`config.mk`:
```
export PLATFORM = sky130hd
export DESIGN_NAME = dino_motion_ctrl
export DESIGN_NICKNAME = d
export VERILOG_FILES = /design/src/rtl/dino_pkg.sv /design/src/rtl/dino_physics.sv /design/src/rtl/dino_motion_ctrl.sv
export SDC_FILE = /design/constraint.sdc
export NUM_CORES = 1
export LEC_CHECK = 0
export CORE_UTILIZATION = 60
export CTS_CLUSTER_DIAMETER = 30
export DETAILED_ROUTE_END_ITERATION = 8
export DONT_BUFFER_PORTS = 1
export PLACE_DENSITY = 0.83
export SLEW_MARGIN = 20
export SYNTH_ARGS = -nofsm -noshare
export SYNTH_HDL_FRONTEND = slang
export SYNTH_SLANG_ARGS = --single-unit
```
`constraint.sdc`:
```
create_clock -name clk -period 5.05 [get_ports clk]
set_input_delay 0.2525 -clock clk [delete_from_list [all_inputs] [get_ports clk]]
set_output_delay 0.2525 -clock clk [all_outputs]
set_load 0.02 [all_outputs]
```
`src/rtl/dino_pkg.sv`:
```
// dino_pkg: shared state codes, sprite ROM frame codes and datapath widths
// for the dino motion controller and its physics integrator.
package dino_pkg;

  localparam int unsigned STATE_W  = 3;
  localparam int unsigned FRAME_W  = 3;
  localparam int unsigned HEIGHT_W = 7;
  localparam int unsigned VEL_W    = 6;
  localparam int unsigned VPOS_W   = 9;
  localparam int unsigned ANIM_W   = 4;
  // Height + velocity sum: one bit of headroom over height plus a sign bit
  localparam int unsigned HSUM_W   = HEIGHT_W + 2;

  typedef enum logic [STATE_W-1:0] {
    ST_IDLE = 3'd0,
    ST_RUN  = 3'd1,
    ST_DUCK = 3'd2,
    ST_AIR  = 3'd3,
    ST_DEAD = 3'd4
  } state_e;

  // Frame codes double as the sprite ROM frame index
  typedef enum logic [FRAME_W-1:0] {
    FR_STAND = 3'd0,
    FR_RUN0  = 3'd1,
    FR_RUN1  = 3'd2,
    FR_JUMP  = 3'd3,
    FR_DUCK0 = 3'd4,
    FR_DUCK1 = 3'd5,
    FR_DEAD  = 3'd6
  } frame_e;

  // Ground animation frame for a given pose and leg phase
  function automatic frame_e anim_frame(input logic duck, input logic phase);
    if (duck) return phase ? FR_DUCK1 : FR_DUCK0;
    return phase ? FR_RUN1 : FR_RUN0;
  endfunction

endpackage

```
`src/rtl/dino_physics.sv`:
```
// dino_physics: vertical height/velocity integrator for the dino.
// Ports:
//   clk, rst_n     clock, asynchronous active-high reset
//   tick_i         integrate one step (height += vel, vel -= gravity)
//   load_vel_i     load the jump launch velocity
//   cut_i          variable-jump cut: clamp upward velocity to 4 on this tick
//   freeze_i       hold height and velocity
//   clear_i        zero height and velocity (highest priority)
//   fast_i         double gravity on this tick (only with DINO_FASTFALL_EN)
//   height_c_o     next-cycle height (what the register takes on this edge)
//   landed_c_o     this tick brings the dino back to the ground
// Build option: DINO_FASTFALL_EN adds the fast_i fast-fall input.
module dino_physics
  import dino_pkg::*;
#(
  parameter logic [VEL_W-1:0]    JUMP_VEL   = 6'd12,
  parameter logic [VEL_W-1:0]    GRAVITY    = 6'd1,
  parameter logic [HEIGHT_W-1:0] MAX_HEIGHT = 7'd127
) (
  input  logic                clk,
  input  logic                rst_n,
  input  logic                tick_i,
  input  logic                load_vel_i,
  input  logic                cut_i,
  input  logic                freeze_i,
  input  logic                clear_i,
`ifdef DINO_FASTFALL_EN
  input  logic                fast_i,
`endif
  output logic [HEIGHT_W-1:0] height_c_o,
  output logic                landed_c_o
);

  localparam logic signed [VEL_W-1:0]  VEL_CUT   = VEL_W'(4);
  localparam logic signed [VEL_W:0]    VEL_FLOOR = (VEL_W+1)'(-(2 ** (VEL_W - 1)));
  localparam logic signed [HSUM_W-1:0] H_MAX     = HSUM_W'(MAX_HEIGHT);

  logic [HEIGHT_W-1:0]      height_q, height_d;
  logic signed [VEL_W-1:0]  vel_q, vel_d;
  logic signed [VEL_W-1:0]  vel_eff;
  logic signed [HSUM_W-1:0] h_next;
  logic [VEL_W:0]           grav;
  logic signed [VEL_W:0]    vel_dec;
  logic signed [VEL_W:0]    vel_sat;
  logic                     h_at_ground;

  // One integration step: optional cut, height sum, gravity with floor saturation
  always_comb begin
    vel_eff     = (cut_i && (vel_q > VEL_CUT)) ? VEL_CUT : vel_q;
    h_next      = $signed(HSUM_W'(height_q)) + HSUM_W'(vel_eff);
    h_at_ground = h_next[HSUM_W-1] || (h_next == '0);
`ifdef DINO_FASTFALL_EN
    grav        = fast_i ? {GRAVITY, 1'b0} : {1'b0, GRAVITY};
`else
    grav        = {1'b0, GRAVITY};
`endif
    vel_dec     = (VEL_W+1)'(vel_eff) - $signed(grav);
    vel_sat     = (vel_dec < VEL_FLOOR) ? VEL_FLOOR : vel_dec;
  end

  // Control priority: clear > freeze > load > tick
  always_comb begin
    height_d   = height_q;
    vel_d      = vel_q;
    landed_c_o = 1'b0;
    if (clear_i) begin
      height_d = '0;
      vel_d    = '0;
    end else if (freeze_i) begin
      height_d = height_q;
    end else if (load_vel_i) begin
      vel_d = $signed(JUMP_VEL);
    end else if (tick_i) begin
      if (h_at_ground) begin
        height_d   = '0;
        vel_d      = '0;
        landed_c_o = 1'b1;
      end else begin
        height_d = (h_next > H_MAX) ? MAX_HEIGHT : HEIGHT_W'(h_next);
        vel_d    = VEL_W'(vel_sat);
      end
    end
  end

  assign height_c_o = height_d;

  always_ff @(posedge clk or posedge rst_n) begin
    if (rst_n) begin
      height_q <= '0;
      vel_q    <= '0;
    end else begin
      height_q <= height_d;
      vel_q    <= vel_d;
    end
  end

endmodule

```
`src/rtl/dino_motion_ctrl.sv`:
```
// dino_motion_ctrl: per-frame jump/duck/death state machine and run/duck
// animation for the player dino; drives sprite vertical position and ROM frame.
// Ports:
//   clk, rst_n     clock, asynchronous active-high reset
//   i_frame_tick   one-cycle pulse per video frame
//   i_jump         jump button level (synchronised)
//   i_duck         duck button level (synchronised)
//   i_collision    sprite overlap hit, any cycle
//   i_restart      restart request pulse (honoured in DEAD only)
//   o_dino_vpos    sprite top row = GROUND_VPOS - height
//   o_frame_sel    sprite ROM frame index
//   o_state        current state code
//   o_airborne     height nonzero or in AIR
// Build option: DINO_FASTFALL_EN doubles gravity while duck is held in AIR.
module dino_motion_ctrl
  import dino_pkg::*;
#(
  parameter logic [VPOS_W-1:0]   GROUND_VPOS    = 9'd200,
  parameter logic [VEL_W-1:0]    JUMP_VEL       = 6'd12,
  parameter logic [VEL_W-1:0]    GRAVITY        = 6'd1,
  parameter logic [HEIGHT_W-1:0] MAX_HEIGHT     = 7'd127,
  parameter logic [ANIM_W-1:0]   RUN_ANIM_TICKS = 4'd6
) (
  input  logic              clk,
  input  logic              rst_n,
  input  logic              i_frame_tick,
  input  logic              i_jump,
  input  logic              i_duck,
  input  logic              i_collision,
  input  logic              i_restart,
  output logic [VPOS_W-1:0] o_dino_vpos,
  output logic [2:0]        o_frame_sel,
  output logic [2:0]        o_state,
  output logic              o_airborne
);

  state_e              state_q;
  frame_e              frame_q;
  logic [ANIM_W-1:0]   anim_cnt_q;
  logic                anim_ph_q;
  logic                jump_latch_q;
  logic                jump_prev_q;
  logic [VPOS_W-1:0]   vpos_q;
  logic                airborne_q;

  logic                jump_edge;
  logic                hit;
  logic                restart;
  logic                tick_ok;
  logic                phy_tick;
  logic                phy_load;
  logic                phy_cut;
  logic                phy_freeze;
  logic                phy_clear;
  logic                anim_wrap;
  logic [ANIM_W-1:0]   anim_cnt_nxt;
  logic                anim_ph_nxt;
  logic [HEIGHT_W-1:0] height_c;
  logic                landed_c;

  // Event decode: restart beats collision, collision beats tick processing
  always_comb begin
    jump_edge  = i_jump && !jump_prev_q;
    hit        = i_collision &&
                 ((state_q == ST_RUN) || (state_q == ST_DUCK) || (state_q == ST_AIR));
    restart    = i_restart && (state_q == ST_DEAD);
    tick_ok    = i_frame_tick && !hit && (state_q != ST_DEAD);
    phy_clear  = restart;
    phy_freeze = hit || (state_q == ST_DEAD);
    phy_load   = tick_ok && jump_latch_q &&
                 ((state_q == ST_RUN) || (state_q == ST_DUCK));
    phy_tick   = tick_ok && (state_q == ST_AIR);
    phy_cut    = !i_jump;
  end

  // Leg animation: counter wraps after RUN_ANIM_TICKS ticks and flips the phase
  always_comb begin
    anim_wrap    = (anim_cnt_q == (RUN_ANIM_TICKS - ANIM_W'(1)));
    anim_cnt_nxt = anim_wrap ? '0 : (anim_cnt_q + ANIM_W'(1));
    anim_ph_nxt  = anim_ph_q ^ anim_wrap;
  end

  dino_physics #(
    .JUMP_VEL   (JUMP_VEL),
    .GRAVITY    (GRAVITY),
    .MAX_HEIGHT (MAX_HEIGHT)
  ) u_physics (
    .clk        (clk),
    .rst_n      (rst_n),
    .tick_i     (phy_tick),
    .load_vel_i (phy_load),
    .cut_i      (phy_cut),
    .freeze_i   (phy_freeze),
    .clear_i    (phy_clear),
`ifdef DINO_FASTFALL_EN
    .fast_i     (i_duck),
`endif
    .height_c_o (height_c),
    .landed_c_o (landed_c)
  );

  // Motion FSM with jump latch, animation and registered sprite outputs
  always_ff @(posedge clk or posedge rst_n) begin
    if (rst_n) begin
      state_q      <= ST_IDLE;
      frame_q      <= FR_STAND;
      anim_cnt_q   <= '0;
      anim_ph_q    <= 1'b0;
      jump_latch_q <= 1'b0;
      jump_prev_q  <= 1'b0;
      vpos_q       <= GROUND_VPOS;
      airborne_q   <= 1'b0;
    end else begin
      jump_prev_q <= i_jump;
      vpos_q      <= GROUND_VPOS - VPOS_W'(height_c);
      airborne_q  <= (height_c != '0);
      // Clears below are written later so they override a same-cycle set
      if (jump_edge) jump_latch_q <= 1'b1;

      case (state_q)
        ST_IDLE: begin
          if (tick_ok && jump_latch_q) begin
            state_q      <= ST_RUN;
            jump_latch_q <= 1'b0;
            anim_cnt_q   <= '0;
            anim_ph_q    <= 1'b0;
            frame_q      <= FR_RUN0;
          end
        end

        ST_RUN, ST_DUCK: begin
          if (hit) begin
            state_q      <= ST_DEAD;
            jump_latch_q <= 1'b0;
            frame_q      <= FR_DEAD;
          end else if (tick_ok) begin
            if (jump_latch_q) begin
              state_q      <= ST_AIR;
              jump_latch_q <= 1'b0;
              anim_cnt_q   <= '0;
              anim_ph_q    <= 1'b0;
              frame_q      <= FR_JUMP;
              airborne_q   <= 1'b1;
            end else begin
              state_q    <= i_duck ? ST_DUCK : ST_RUN;
              anim_cnt_q <= anim_cnt_nxt;
              anim_ph_q  <= anim_ph_nxt;
              frame_q    <= anim_frame(i_duck, anim_ph_nxt);
            end
          end
        end

        ST_AIR: begin
          if (hit) begin
            state_q      <= ST_DEAD;
            jump_latch_q <= 1'b0;
            frame_q      <= FR_DEAD;
          end else if (landed_c) begin
            // Any jump pressed while airborne is dropped on touchdown
            state_q      <= ST_RUN;
            jump_latch_q <= 1'b0;
            anim_cnt_q   <= '0;
            anim_ph_q    <= 1'b0;
            frame_q      <= FR_RUN0;
          end else begin
            airborne_q <= 1'b1;
          end
        end

        ST_DEAD: begin
          if (restart) begin
            state_q      <= ST_IDLE;
            jump_latch_q <= 1'b0;
            anim_cnt_q   <= '0;
            anim_ph_q    <= 1'b0;
            frame_q      <= FR_STAND;
          end
        end

        default: begin
          state_q      <= ST_IDLE;
          jump_latch_q <= 1'b0;
          frame_q      <= FR_STAND;
        end
      endcase
    end
  end

  assign o_dino_vpos = vpos_q;
  assign o_frame_sel = frame_q;
  assign o_state     = state_q;
  assign o_airborne  = airborne_q;

endmodule

```
# Word-level counts from Yosys, hierarchy flattened
# Cells that the tools add are included.
# Widths: inputs -> output; s select.
dict set report totals {
  ff_bits 36
  in_bits 7
}
dict set report classes {
  addsub 4
  order_cmp 3
  eq_ne 15
  mux 73
  n_bitwise 1
  n_reduce_logical 25
}
# op count
set op_table {}
lappend op_table {{$mux 6} 7}
lappend op_table {{$mux 7} 6}
lappend op_table {{$mux 3} 12}
lappend op_table {{$mux 4} 8}
lappend op_table {{$mux 1} 31}
lappend op_table {{$pmux 3 s4} 2}
lappend op_table {{$pmux 4 s4} 1}
lappend op_table {{$ne 2x2->1 const B} 6}
lappend op_table {{$add 8x6->9} 1}
lappend op_table {{$gt 9x8->1 const B} 1}
lappend op_table {{$logic_and 1x1->1} 9}
lappend op_table {{$logic_not 9->1} 1}
lappend op_table {{$ne 3x3->1 const B} 3}
lappend op_table {{$sub 8x7->9 const A} 1}
lappend op_table {{$pmux 1 s4} 2}
lappend op_table {{$lt 7x6->1 const B} 1}
lappend op_table {{$reduce_and 7->1} 1}
lappend op_table {{$reduce_bool 7->1} 1}
lappend op_table {{$sub 6x2->7 const B} 1}
lappend op_table {{$eq 3x2->1 const B} 2}
lappend op_table {{$gt 6x4->1 const B} 1}
lappend op_table {{$mux 2} 3}
lappend op_table {{$add 4x1->4 const B} 1}
lappend op_table {{$eq 4x3->1 const B} 1}
lappend op_table {{other kinds (13)} 18}

# Depth between registers and ports, before layout
dict set report depth {
  ltp_word 17
  depth_mapped 17
}

# Cells and area by module
# From an unflattened synthesis, not the netlist that was laid out.
dict set report unflattened {
  cells_unflattened 287
  area_unflattened_um2 2588.7
}
# mod instances cells_each area_each_um2 seq_area_each_um2
set by_module_without_submodules {}
lappend by_module_without_submodules {dino_physics 1 152 1368.8 325.3}
lappend by_module_without_submodules {dino_motion_ctrl 1 135 1219.9 554.3}

# Worst setup path after synthesis
# Ideal clock, no wire load.
dict set report synth_timing {
  path_type {register to register}
  from {register u_physics.vel_q[5]}
  to {register vpos_q[6] (netlist: o_dino_vpos[6])}
  setup_time_ns 0.075
  arrival_ns 4.353
  t_required_ns 4.975
  path_slack_ns 0.622
  path_stages_with_launch 18
  n_path_buf 1
  period_less_slack_ns 4.428
  path_cell_list {dfrtp_1 clkbuf_1 a311oi_1 nand2b_1 inv_1 ha_1 fa_1 nand3_1 nand2_1 xnor3_1 a2111o_1 o41ai_4 or2_2 o21a_1 ha_1 o311ai_1 a211oi_1 xor2_1}
}
dict set report synth_between {
  elab_chain_cells 12
  word_cells_on_any_way 14
}
# item line_no
set synth_rtl {}
lappend synth_rtl {{from (decl)} dino_physics.sv:39} ;# logic signed [VEL_W-1:0] vel_q, vel_d;
lappend synth_rtl {{from (signal assigned)} dino_physics.sv:93} ;# vel_q <= vel_d;
lappend synth_rtl {{$gt 6x4->1} dino_physics.sv:49} ;# vel_eff = (cut_i && (vel_q > VEL_CUT)) ? VEL_CUT : vel_q;
lappend synth_rtl {{$logic_and 1x1->1} dino_physics.sv:49}
lappend synth_rtl {{$mux 6 (*)} dino_physics.sv:49}
lappend synth_rtl {{$add 8x6->9 (*)} dino_physics.sv:50} ;# h_next = $signed(HSUM_W'(height_q)) + HSUM_W'(vel_eff);
lappend synth_rtl {{$gt 9x8->1 or $logic_not 9->1 (tied branches)} {dino_physics.sv:79, dino_physics.sv:51}}
lappend synth_rtl {{$mux 7 or $logic_or 1x1->1 (tied branches)} {dino_physics.sv:79, dino_physics.sv:51}}
lappend synth_rtl {{$mux 7 (*)} dino_physics.sv:74} ;# if (h_at_ground) begin
lappend synth_rtl {{$mux 7 (*)} dino_physics.sv:73} ;# end else if (tick_i) begin
lappend synth_rtl {{$mux 7 (*)} dino_physics.sv:71} ;# end else if (load_vel_i) begin
lappend synth_rtl {{$mux 7 (*)} dino_physics.sv:69} ;# end else if (freeze_i) begin
lappend synth_rtl {{$mux 7 (*)} dino_physics.sv:66} ;# if (clear_i) begin
lappend synth_rtl {{$sub 8x7->9 (*)} dino_motion_ctrl.sv:115} ;# vpos_q <= GROUND_VPOS - VPOS_W'(height_c);
lappend synth_rtl {{to (signal assigned)} dino_motion_ctrl.sv:115}
lappend synth_rtl {{to (decl)} dino_motion_ctrl.sv:43} ;# logic [VPOS_W-1:0] vpos_q;
# Mark *: on every way between the ends. The rest lies on a longest branch, timed or not.
# A chain may end at the register's enable or synchronous reset.

# Worst setup path after layout
dict set report layout_timing {
  from {register u_physics.vel_q[2]}
  to {register vpos_q[6] (netlist: o_dino_vpos[6])}
}
# Same word-level chain as after synthesis.

==> summary.txt <==
# Max-Cap Violations -> 0
global-route wire length before repair -> 9.64 mm
Tot GR Track Use -> 29.0%
Syn Nets -> 318
initial DRC count -> 211
fillers -> 315
Slew HR -> 54.1%
Setup Crit Path Kind -> flop to flop
post-synthesis sequential area ratio -> 33.8%
Worst Hold Slack -> 0.151 ns
most instantiated library cell after synthesis -> dfrtp_1
initial antenna violation count -> 0
area of the multi-input gates -> 1550 µm²
Crit Path Max Fanout -> 6
Synth cell types -> 59
DR vias -> 2280
VDD IR max -> 0.277 mV
die width -> 66.9 µm
Synth Instances -> 298
fmax -> 0.214 GHz
final worst-path cycle share -> 92.4%
Max Slew Vio Count -> 0
Die H -> 66.9 µm
total gr overflow -> 0
Leak -> 1.17 nW
clk_skew -> 0.00952 ns
Required @ worst endpoint -> 5.26 ns
Hold Path Class -> input port to flop
RD Place Congestion -> 0.922
n_diodes -> 0
wire length per cell -> 16.9 µm
TNS Setup -> 0 ns
Clock Sinks -> 34
Final nets -> 320
ranking of synthesized cells by area -> dfrtp_1 (31%), ha_1 (5.9%), o21ai_0 (5.9%)
core area -> 4030 µm²
FP Rows -> 23
Synth top cells by count -> dfrtp_1 (31), o21ai_0 (30), nand2_1 (29)
clock insertion delay at the later pin of the skew report -> 0.29 ns
Least-Margin Pin Slew -> 0.682 ns
RSZ-0062 raised after global routing -> no
Post-synth ARST share -> 100%
top_reg_cell synth -> dfrtp_1
Avg Vias per Cell -> 6.50
port buffer count -> 0
# DRC -> 0
CP startpoint kind -> flop
htree depth -> 2
Reg clk slew, reported paths -> 0.07 ns
synthesized cell area -> 2530 µm²
Placed Cells incl. Taps -> 341
FF+latch count, synth -> 34
storage element area -> 855 µm²
leading area contributor after synthesis -> dfrtp_1
# IOs -> 23
CP Capture Type -> flop
number of global-route vias before repair -> 2057
Power Total -> 1.14 mW
min Tclk post-route -> 4.67 ns
Finished Layout Cells -> 351
synth warn -> 0
largest net degree at the start of global routing -> 31
clock root buffer -> clkbuf_8
PD cells -> 425 nW/µm²
TritonCTS clock tree -> yes
drt first pass iters -> 5
antenna viol nets, final -> 0
CP Data Arrival Time -> 4.88 ns
Detailed Place HPWL -> 4.36 mm
setup violators final -> 0
initial core utilization -> 62.7%
Synth Area per Inst -> 8.48 µm²
post-synth top area share -> 30.7%
post-cts sizing count -> 0
Clock Path Buffers -> 2
area grow syn2layout -> 6.14%
share of layout cells above drive strength 1 -> 7.97%
run status -> finished, final reports clean
die area -> 4480 µm²
endpoints failing hold -> 0
final wirelength -> 5.93 mm
CTS Buf Count -> 5
number of flops mapped to enable cells by yosys -> 0
[repair_timing]
action	4_1_cts	5_1_grt
hold endpoints to repair	5	0
hold buffers	2	0
setup buffers	0	0
[state kept, by name, summed over array words and instances (netlist names)]
name,cells
o_state,3
o_dino_vpos,7
o_airborne,1
jump_latch_q,1
jump_prev_q,1
u_physics.vel_q,6
u_physics.height_q,7
anim_cnt_q,4
anim_ph_q,1
o_frame_sel,3
[worst max-delay path, stage by stage, from the launching register on]
cell,delay (ns)
dfrtp_1,0.41
o21ai_0,0.11
a311oi_1,0.51
nand2b_1,0.22
inv_1,0.07
ha_1,0.22
fa_1,0.41
nand3_1,0.19
nand2_1,0.15
xnor3_1,0.35
a2111o_1,0.43
o41ai_4,0.22
or2_2,0.19
o21a_1,0.15
ha_1,0.19
o311ai_1,0.18
a211oi_1,0.35
xor2_1,0.22
[placed cells by master (no fill, tap or decap), types with 2 or more instances in the layout]
cell type,instances
a31oi_1,3
buf_4,5
and2_1,2
dlygate4sd3_1,2
a2111oi_0,4
inv_1,19
nand2b_1,5
a22oi_1,2
clkbuf_8,6
nor4_1,5
o31ai_1,6
xor2_1,4
nand3_1,13
nor2b_1,6
o31ai_2,2
or3_1,3
dfstp_2,3
o41ai_1,2
a211oi_1,9
nor3b_1,4
nor3_1,9
a311oi_1,2
nand4_1,4
o21ai_0,30
nand2_1,29
dfrtp_1,31
ha_1,12
o21ai_1,2
xnor2_1,8
a21oi_1,9
nor2_1,22
o21a_1,7
or2_2,2
[per-layer routing]
layer / vias to the layer above / GRT usage [%] / part of all wire (%)
met5: - / 0 / 0
met1: 1089 / 40.4 / 47
met3: 13 / 7.02 / 5.7
met4: 0 / 10.9 / 1.7
li1: 1099 / - / -
met2: 79 / 43.1 / 46
[power by group]
part	switching, mW	internal [mW]	total, mW
clock network	0.0947	0.110	0.205
registers	0.103	0.324	0.426
logic	0.322	0.187	0.508
total	0.519	0.620	1.14
[through the flow]
stage | utilization (%) | area [µm²] | setup WS [ns]
after global routing | 66.6 | 2680 | 0.0507
final | 66.6 | 2680 | 0.384
after floorplan | - | 2530 | 0.622
after detailed placement | 63.8 | 2570 | 0.485
after global placement | 63.8 | 2570 | 0.718
after CTS | 66.6 | 2680 | 0.469
[path summary, 6_finish.rpt]
path / slack, ns / cells past startpoint / startpoint / endpoint
setup reg to reg: 0.38 / 17 / u_physics.vel_q[2]$_DFFE_PP0P_ / o_dino_vpos[6]$_DFF_PP1_
hold reg to reg: 0.51 / 1 / anim_cnt_q[2]$_DFFE_PP0P_ / anim_cnt_q[2]$_DFFE_PP0P_
min in group asynchronous: 0.30 / 2 / rst_n / anim_cnt_q[0]$_DFFE_PP0P_
hold / removal: 0.15 / 2 / i_jump / jump_latch_q$_DFF_PP0_
setup / recovery: 0.38 / 17 / u_physics.vel_q[2]$_DFFE_PP0P_ / o_dino_vpos[6]$_DFF_PP1_
max in group asynchronous: 4.10 / 3 / rst_n / o_dino_vpos[7]$_DFF_PP1_
[logic make-up after synthesis]
group                    count (synthesis)  share of synthesized area (%)
multiplexers                             2                          0.842
XOR/XNOR                                13                           5.05
AND/OR/NAND/NOR                        108                           21.0
other                                    1                          0.148
AO/OA/AOI/OAI                           95                           26.9
flip-flops                              34                           33.8
buffers and inverters                   31                           5.05
adder cells (fa/ha/maj)                 14                           7.18
[area by class of cell]
cell class	count	area share [%]
Clock buffer	7	3.22
Inverter	19	2.66
Timing Repair Buffer	7	2.15
Clock inverter	1	0.187
Sequential cell	34	31.9
Multi-Input combinational cell	233	57.6
Tap cell	50	2.33
Power figures use the tool's default switching activity.
